==> src/rtl/avg_threshold_detect_pkg.sv <==
// Shared types and defaults for the averaged-sample threshold detector.
// State encoding, default widths and default thresholds live here.
package avg_threshold_detect_pkg;

  localparam int W_DEF        = 16;
  localparam int DEBOUNCE_DEF = 4;
  localparam int CNT_W_DEF    = 8;
  localparam int DBC_W        = 4;

  localparam logic [W_DEF-1:0] THR_HI_DEF = 16'd100;
  localparam logic [W_DEF-1:0] THR_LO_DEF = 16'd50;

  typedef enum logic [2:0] {
    ST_WAIT,
    ST_BELOW,
    ST_PEND_HI,
    ST_ABOVE,
    ST_PEND_LO
  } state_t;

endpackage

==> src/rtl/avg_threshold_detect_if.sv <==
// Sample stream and threshold bundle feeding avg_threshold_detect.
// The master drives samples and thresholds; the detector is the slave.
interface avg_threshold_detect_if #(
  parameter int W = 16
) ();

  logic [W-1:0] avg_in;
  logic         avg_valid;
  logic [W-1:0] thr_hi;
  logic [W-1:0] thr_lo;

  modport master (output avg_in, output avg_valid, output thr_hi, output thr_lo);
  modport slave  (input  avg_in, input  avg_valid, input  thr_hi, input  thr_lo);

endinterface

==> src/rtl/avg_threshold_detect_debounce.sv <==
// hyst_debounce_cnt: up-counter for a run of qualifying samples.
// tc is high when the next enabled increment completes the run.
module hyst_debounce_cnt #(
  parameter int DEBOUNCE = 4,
  parameter int DW       = 4
) (
  input  logic clk,
  input  logic rst,
  input  logic cnt_en,
  input  logic cnt_clr,
  output logic tc
);

  localparam logic [DW-1:0] TC_VAL = DW'(DEBOUNCE - 1);

  logic [DW-1:0] cnt_q;

  always_ff @(posedge clk) begin
    if (rst) begin
      cnt_q <= '0;
    end else if (cnt_clr) begin
      cnt_q <= '0;
    end else if (cnt_en) begin
      cnt_q <= cnt_q + 1'b1;
    end
  end

  assign tc = (cnt_q == TC_VAL);

endmodule

==> src/rtl/avg_threshold_detect.sv <==
// Hysteretic, debounced threshold detector on a running-average stream.
// Optional episode peak capture is enabled with macro AVG_PEAK_TRACK_EN.
//
// state      | meaning
// -----------+--------------------------------------------------
// ST_WAIT    | no sample seen since reset; first sample classifies
// ST_BELOW   | alert clear, no rise run in progress
// ST_PEND_HI | alert clear, counting samples >= thr_hi
// ST_ABOVE   | alert set, no fall run in progress
// ST_PEND_LO | alert set, counting samples < thr_lo
module avg_threshold_detect
  import avg_threshold_detect_pkg::*;
#(
  parameter int W        = W_DEF,
  parameter int DEBOUNCE = DEBOUNCE_DEF,
  parameter int CNT_W    = CNT_W_DEF
) (
  input  logic                   clk,
  input  logic                   rst,
  avg_threshold_detect_if.slave  s_if,
  output logic                   alert,
  output logic                   rise_pulse,
  output logic                   fall_pulse,
  output logic [CNT_W-1:0]       event_cnt,
  output logic                   cfg_err,
  output logic [W-1:0]           peak_out,
  output logic                   peak_valid
);

  state_t             state_q, state_d;
  logic               rise_q, rise_d;
  logic               fall_q, fall_d;
  logic [CNT_W-1:0]   event_cnt_q;
  logic               cfg_err_q;
  logic               cnt_en, cnt_clr, cnt_tc;
  logic               act, is_hi, is_lo;

  // A bad threshold pair freezes everything, so samples only count when it is clear.
  assign act   = s_if.avg_valid && !cfg_err_q;
  assign is_hi = (s_if.avg_in >= s_if.thr_hi);
  assign is_lo = (s_if.avg_in <  s_if.thr_lo);

  hyst_debounce_cnt #(
    .DEBOUNCE (DEBOUNCE),
    .DW       (DBC_W)
  ) u_dbc (
    .clk     (clk),
    .rst     (rst),
    .cnt_en  (cnt_en),
    .cnt_clr (cnt_clr),
    .tc      (cnt_tc)
  );

  always_comb begin
    state_d = state_q;
    cnt_en  = 1'b0;
    cnt_clr = 1'b0;
    rise_d  = 1'b0;
    fall_d  = 1'b0;
    if (act) begin
      case (state_q)
        ST_WAIT: begin
          state_d = is_hi ? ST_ABOVE : ST_BELOW;
        end
        ST_BELOW, ST_PEND_HI: begin
          if (is_hi) begin
            if (cnt_tc) begin
              state_d = ST_ABOVE;
              cnt_clr = 1'b1;
              rise_d  = 1'b1;
            end else begin
              state_d = ST_PEND_HI;
              cnt_en  = 1'b1;
            end
          end else begin
            state_d = ST_BELOW;
            cnt_clr = 1'b1;
          end
        end
        ST_ABOVE, ST_PEND_LO: begin
          if (is_lo) begin
            if (cnt_tc) begin
              state_d = ST_BELOW;
              cnt_clr = 1'b1;
              fall_d  = 1'b1;
            end else begin
              state_d = ST_PEND_LO;
              cnt_en  = 1'b1;
            end
          end else begin
            state_d = ST_ABOVE;
            cnt_clr = 1'b1;
          end
        end
        default: begin
          state_d = ST_WAIT;
          cnt_clr = 1'b1;
        end
      endcase
    end
  end

  always_ff @(posedge clk) begin
    if (rst) begin
      state_q     <= ST_WAIT;
      rise_q      <= 1'b0;
      fall_q      <= 1'b0;
      event_cnt_q <= '0;
      cfg_err_q   <= 1'b0;
    end else begin
      state_q   <= state_d;
      rise_q    <= rise_d;
      fall_q    <= fall_d;
      cfg_err_q <= (s_if.thr_lo > s_if.thr_hi);
      if (rise_d && (event_cnt_q != {CNT_W{1'b1}})) begin
        event_cnt_q <= event_cnt_q + 1'b1;
      end
    end
  end

  assign alert      = (state_q == ST_ABOVE) || (state_q == ST_PEND_LO);
  assign rise_pulse = rise_q;
  assign fall_pulse = fall_q;
  assign event_cnt  = event_cnt_q;
  assign cfg_err    = cfg_err_q;

`ifdef AVG_PEAK_TRACK_EN
  logic [W-1:0] peak_q, peak_out_q, peak_max;
  logic         peak_valid_q;
  logic         episode_start;

  assign peak_max      = (s_if.avg_in > peak_q) ? s_if.avg_in : peak_q;
  // An episode opens on the first qualifying sample, including the initial classification.
  assign episode_start = is_hi && ((state_q == ST_BELOW) || (state_q == ST_WAIT));

  always_ff @(posedge clk) begin
    if (rst) begin
      peak_q       <= '0;
      peak_out_q   <= '0;
      peak_valid_q <= 1'b0;
    end else begin
      peak_valid_q <= 1'b0;
      if (act) begin
        if (episode_start) begin
          peak_q <= s_if.avg_in;
        end else if ((state_q == ST_PEND_HI) || (state_q == ST_ABOVE) ||
                     (state_q == ST_PEND_LO)) begin
          peak_q <= peak_max;
        end
        if (fall_d) begin
          peak_out_q   <= peak_max;
          peak_valid_q <= 1'b1;
        end
      end
    end
  end

  assign peak_out   = peak_out_q;
  assign peak_valid = peak_valid_q;
`else
  assign peak_out   = '0;
  assign peak_valid = 1'b0;
`endif

endmodule

==> src/flat_wrapper.sv <==
// flat-port wrapper written by rule: the top's interface ports become plain ports
module avg_threshold_detect_flat import avg_threshold_detect_pkg::*;
#(
  parameter int W        = W_DEF,
  parameter int DEBOUNCE = DEBOUNCE_DEF,
  parameter int CNT_W    = CNT_W_DEF
)
  (clk, rst, alert, rise_pulse, fall_pulse, event_cnt, cfg_err, peak_out, peak_valid, s_if_avg_in, s_if_avg_valid, s_if_thr_hi, s_if_thr_lo);
  avg_threshold_detect_if #(.W(W)) s_if_i ();
  input  logic clk;
  input  logic rst;
  output logic alert;
  output logic rise_pulse;
  output logic fall_pulse;
  output logic [CNT_W-1:0] event_cnt;
  output logic cfg_err;
  output logic [W-1:0] peak_out;
  output logic peak_valid;
  input wire logic [$bits(s_if_i.avg_in)-1:0] s_if_avg_in;
  input wire logic [$bits(s_if_i.avg_valid)-1:0] s_if_avg_valid;
  input wire logic [$bits(s_if_i.thr_hi)-1:0] s_if_thr_hi;
  input wire logic [$bits(s_if_i.thr_lo)-1:0] s_if_thr_lo;
  assign s_if_i.avg_in = s_if_avg_in;
  assign s_if_i.avg_valid = s_if_avg_valid;
  assign s_if_i.thr_hi = s_if_thr_hi;
  assign s_if_i.thr_lo = s_if_thr_lo;
  avg_threshold_detect #(.W(W), .DEBOUNCE(DEBOUNCE), .CNT_W(CNT_W)) u_core (.clk(clk), .rst(rst), .s_if(s_if_i), .alert(alert), .rise_pulse(rise_pulse), .fall_pulse(fall_pulse), .event_cnt(event_cnt), .cfg_err(cfg_err), .peak_out(peak_out), .peak_valid(peak_valid));
endmodule
==> config.mk <==
export PLATFORM = sky130hd
export DESIGN_NAME = avg_threshold_detect_flat
export DESIGN_NICKNAME = d
export VERILOG_FILES = /design/src/rtl/avg_threshold_detect_pkg.sv /design/src/rtl/avg_threshold_detect_if.sv /design/src/rtl/avg_threshold_detect_debounce.sv /design/src/rtl/avg_threshold_detect.sv /design/src/flat_wrapper.sv
export SDC_FILE = /design/constraint.sdc
export NUM_CORES = 1
export LEC_CHECK = 0
export ABC_AREA = 0
export BUFFER_PORTS_ARGS = -buffer_cell sky130_fd_sc_hd__buf_2
export CAP_MARGIN = 20
export CORE_UTILIZATION = 48
export DETAILED_ROUTE_END_ITERATION = 6
export PLACE_DENSITY = 0.85
export SLEW_MARGIN = 20
export SYNTH_ARGS = -nofsm -noshare
export SYNTH_HDL_FRONTEND = slang
export SYNTH_SLANG_ARGS = --single-unit
==> constraint.sdc <==
create_clock -name clk -period 4.15 [get_ports clk]
set_input_delay 0.415 -clock clk [delete_from_list [all_inputs] [get_ports clk]]
set_output_delay 0.415 -clock clk [all_outputs]
set_load 0.05 [all_outputs]
==> metrics.txt <==
worst vdd ir=roughly 0.00021 V; Final Hold Violating Endpoints=0; flops & latches, synth=18; most common cell in the synthesized netlist=ha_1; total track usage=0.220; critical path's slowest cell=a221oi_1; CTS Hold Bufs=0; router iterations before antenna repair=7; height of the die=70.5 µm; prevailing post-synth register cell=dfxtp_1; root buffer cell=clkbuf_8; post-synthesis sequential area ratio=0.160; H-tree Lvls=1; Synth cell types=47; Final min period=2.50 ns; Worst-Skew Late Latency=approximately 0.26 ns; diode count=0; largest area contributor in the netlist=ha_1; clk sink count=18; dominant cells by area after synthesis=ha_1 (27%), dfxtp_1 (16%), inv_1 (6.8%), buf_4 (5.7%), a21oi_1 (4.7%); IO buf count=62; CTS tree=yes; design area=between 0.002 and 0.003 mm²; die width=between 70 and 80 µm; Lkg Pwr=~1.4 nW; Initial Utilization=0.506; layout cells sized above 1=0.229; worst-margin pin slew=approximately 0.84 ns; Max Slew Vio Count=0; hpwl dp=approximately 4.3 mm; clock-pin slew on the worst setup and hold paths=approximately 0.070 ns; Arr. time, crit path=between 2 and 3 ns; crit-path max FO=4; CORE AREA=approximately 0.0044 mm²; relative slew slack=0.434; setup bufs post-CTS=0; final setup vio count=0; average size of a mapped cell=approximately 7.8 µm²; vias in the first global route=roughly 2200; gr ovfl total=0; RePlAce Congestion=between 0.8 and 0.9; cells along the critical path=buf_2, inv_1, ha_1, a21oi_1, o21ai_0, a221oi_1, a211oi_2, or4b_1, nand4_2, nor2_1; initial drt markers=between 80 and 90; first-pass GRT wire length=approximately 9.0 mm; power density over the cells=approximately 220 mW/mm²; clock skew=about 0.004 ns; crit end category=flip-flop; initial antenna violation count=0; CP Launch Type=input pin; status=complete, but fails checks; largest net degree at the start of global routing=16; Std-Cell Rows=24; via count=~2100; post-route setup TNS=0 ns; Crit path largest cell delay=~0.59 ns; Buf/Inv on CP=2; Max Cap Viol=0; Yosys top cell area share=0.272; Post-synth EDFFs=0; synthesized area=~0.0023 mm²; WL per Instance=12.7 µm; Via density=5.28; DRC=16; yosys warns=0; Die Area=between 0.004 and 0.005 mm²; placed cell area=roughly 0.0025 mm²; Final nets=~450; WP data required=around 4.3 ns; Worst Hold Class=reg2reg; failing checks=DRC; Final Total Pwr=0.559 mW; clk buf depth=2; num ports=80; unrepaired setup endpoints after global routing=no; Crit path max-delay family=compound AO/OA/AOI/OAI gates; cell count after synthesis=approximately 290; Num CTS Buffers=3; total routed wirelength=approximately 5 mm; period utilisation layout=0.603; Setup Crit Path Kind=in2reg; most frequent cells after synthesis=ha_1 (49), inv_1 (41), nor2_1 (25); Layout area overhead=15.1%; post-CTS sizing=0; Routed Antenna Nets=0; Max Freq=approximately 0.4 GHz; Post-synth ARST share=0
==> worst reg2reg max path: cells and delay by family, from the launching register on <==
kind,cells,cell delay [ns]
AO/OA/AOI/OAI,1,0.14
flip-flops,1,0.39
adder cells (fa/ha/maj),1,0.16
AND/OR/NAND/NOR,4,1.40
buffers and inverters,1,0.06
==> registers in the layout, indices dropped and copies added (netlist names) <==
register,count
u_core.event_cnt,8
u_core.u_dbc.cnt_q,4
u_core.state_q,3
u_core.cfg_err,1
u_core.fall_pulse,1
u_core.rise_pulse,1
==> cell families after synthesis <==
logic type	after synthesis	share of synthesized area
other	1	0.00167
muxes	1	0.00445
xor gates and xnor gates	9	0.0350
AOI/OAI and AO/OA	60	0.182
adders and majority gates	49	0.272
DFF	18	0.160
and+or+nand+nor	89	0.210
buffers and inverters	62	0.135
==> power by group <==
part / switching, mW / internal (mW)
clock network: 0.0640 / 0.0846
registers: 0.00937 / 0.177
logic: 0.140 / 0.0842
==> cell type report <==
cell class | instances | area, µm²
repair buffers | 62 | 310
clock buffers | 4 | 55.1
flip-flops and latches | 18 | 360
fillers | 417 | 1850
inverters | 41 | 154
multi-input cells | 225 | 1650
well taps | 52 | 65.1
==> layout by cell type (no fill, tap or decap), types with 2 or more instances in the layout <==
cell	count
inv_1	41
xor2_1	7
o21ai_0	14
xnor2_1	2
conb_1	17
nand2_1	20
nand4_1	9
or3_1	3
o21a_1	2
nand2b_1	3
a31oi_1	2
a32oi_2	2
clkbuf_8	4
a221oi_1	2
nand4_2	3
nor3_1	7
ha_1	49
buf_2	62
a21o_1	4
a21oi_1	21
dfxtp_1	18
nand3_1	7
nor2_1	25
and3_1	2
a2111o_1	2
a211oi_2	2
==> through the flow <==
step | hold slack, ns | setup WS [ns] | utilization | std cells
global placement | 0.464 | 1.45 | 0.571 | 398
floorplan | 0.449 | 1.72 | - | 305
detailed placement | 0.472 | 1.38 | 0.571 | 398
global route | 0.524 | 1.45 | 0.583 | 402
CTS | 0.483 | 1.65 | 0.583 | 402
finish | 0.483 | 1.65 | 0.583 | 402
==> worst paths after layout <==
check | start | endpoint | slack, ns | cells after the start
worst max-delay path | s_if_thr_hi[11] | u_core.u_dbc.cnt_q[0] | 1.65 | 10
worst min-delay path | u_core.u_dbc.cnt_q[1] | u_core.u_dbc.cnt_q[1] | 0.48 | 2
worst max register to register | u_core.u_dbc.cnt_q[0] | u_core.u_dbc.cnt_q[0] | 1.89 | 7
worst min register to register | u_core.u_dbc.cnt_q[1] | u_core.u_dbc.cnt_q[1] | 0.48 | 2
==> layer usage <==
| layer | global-route usage | wire length [µm] | vias to the layer above | part of all wire |
|---|---|---|---|---|
| met2 | 0.415 | 2520 | 70 | 0.49 |
| met5 | 0 | 0 | - | 0 |
| met4 | 0.0295 | 15 | 0 | 0.0029 |
| met3 | 0.0375 | 263 | 3 | 0.052 |
| li1 | - | - | 1104 | - |
| met1 | 0.263 | 2300 | 947 | 0.45 |
(Power assumes the default switching activity.)
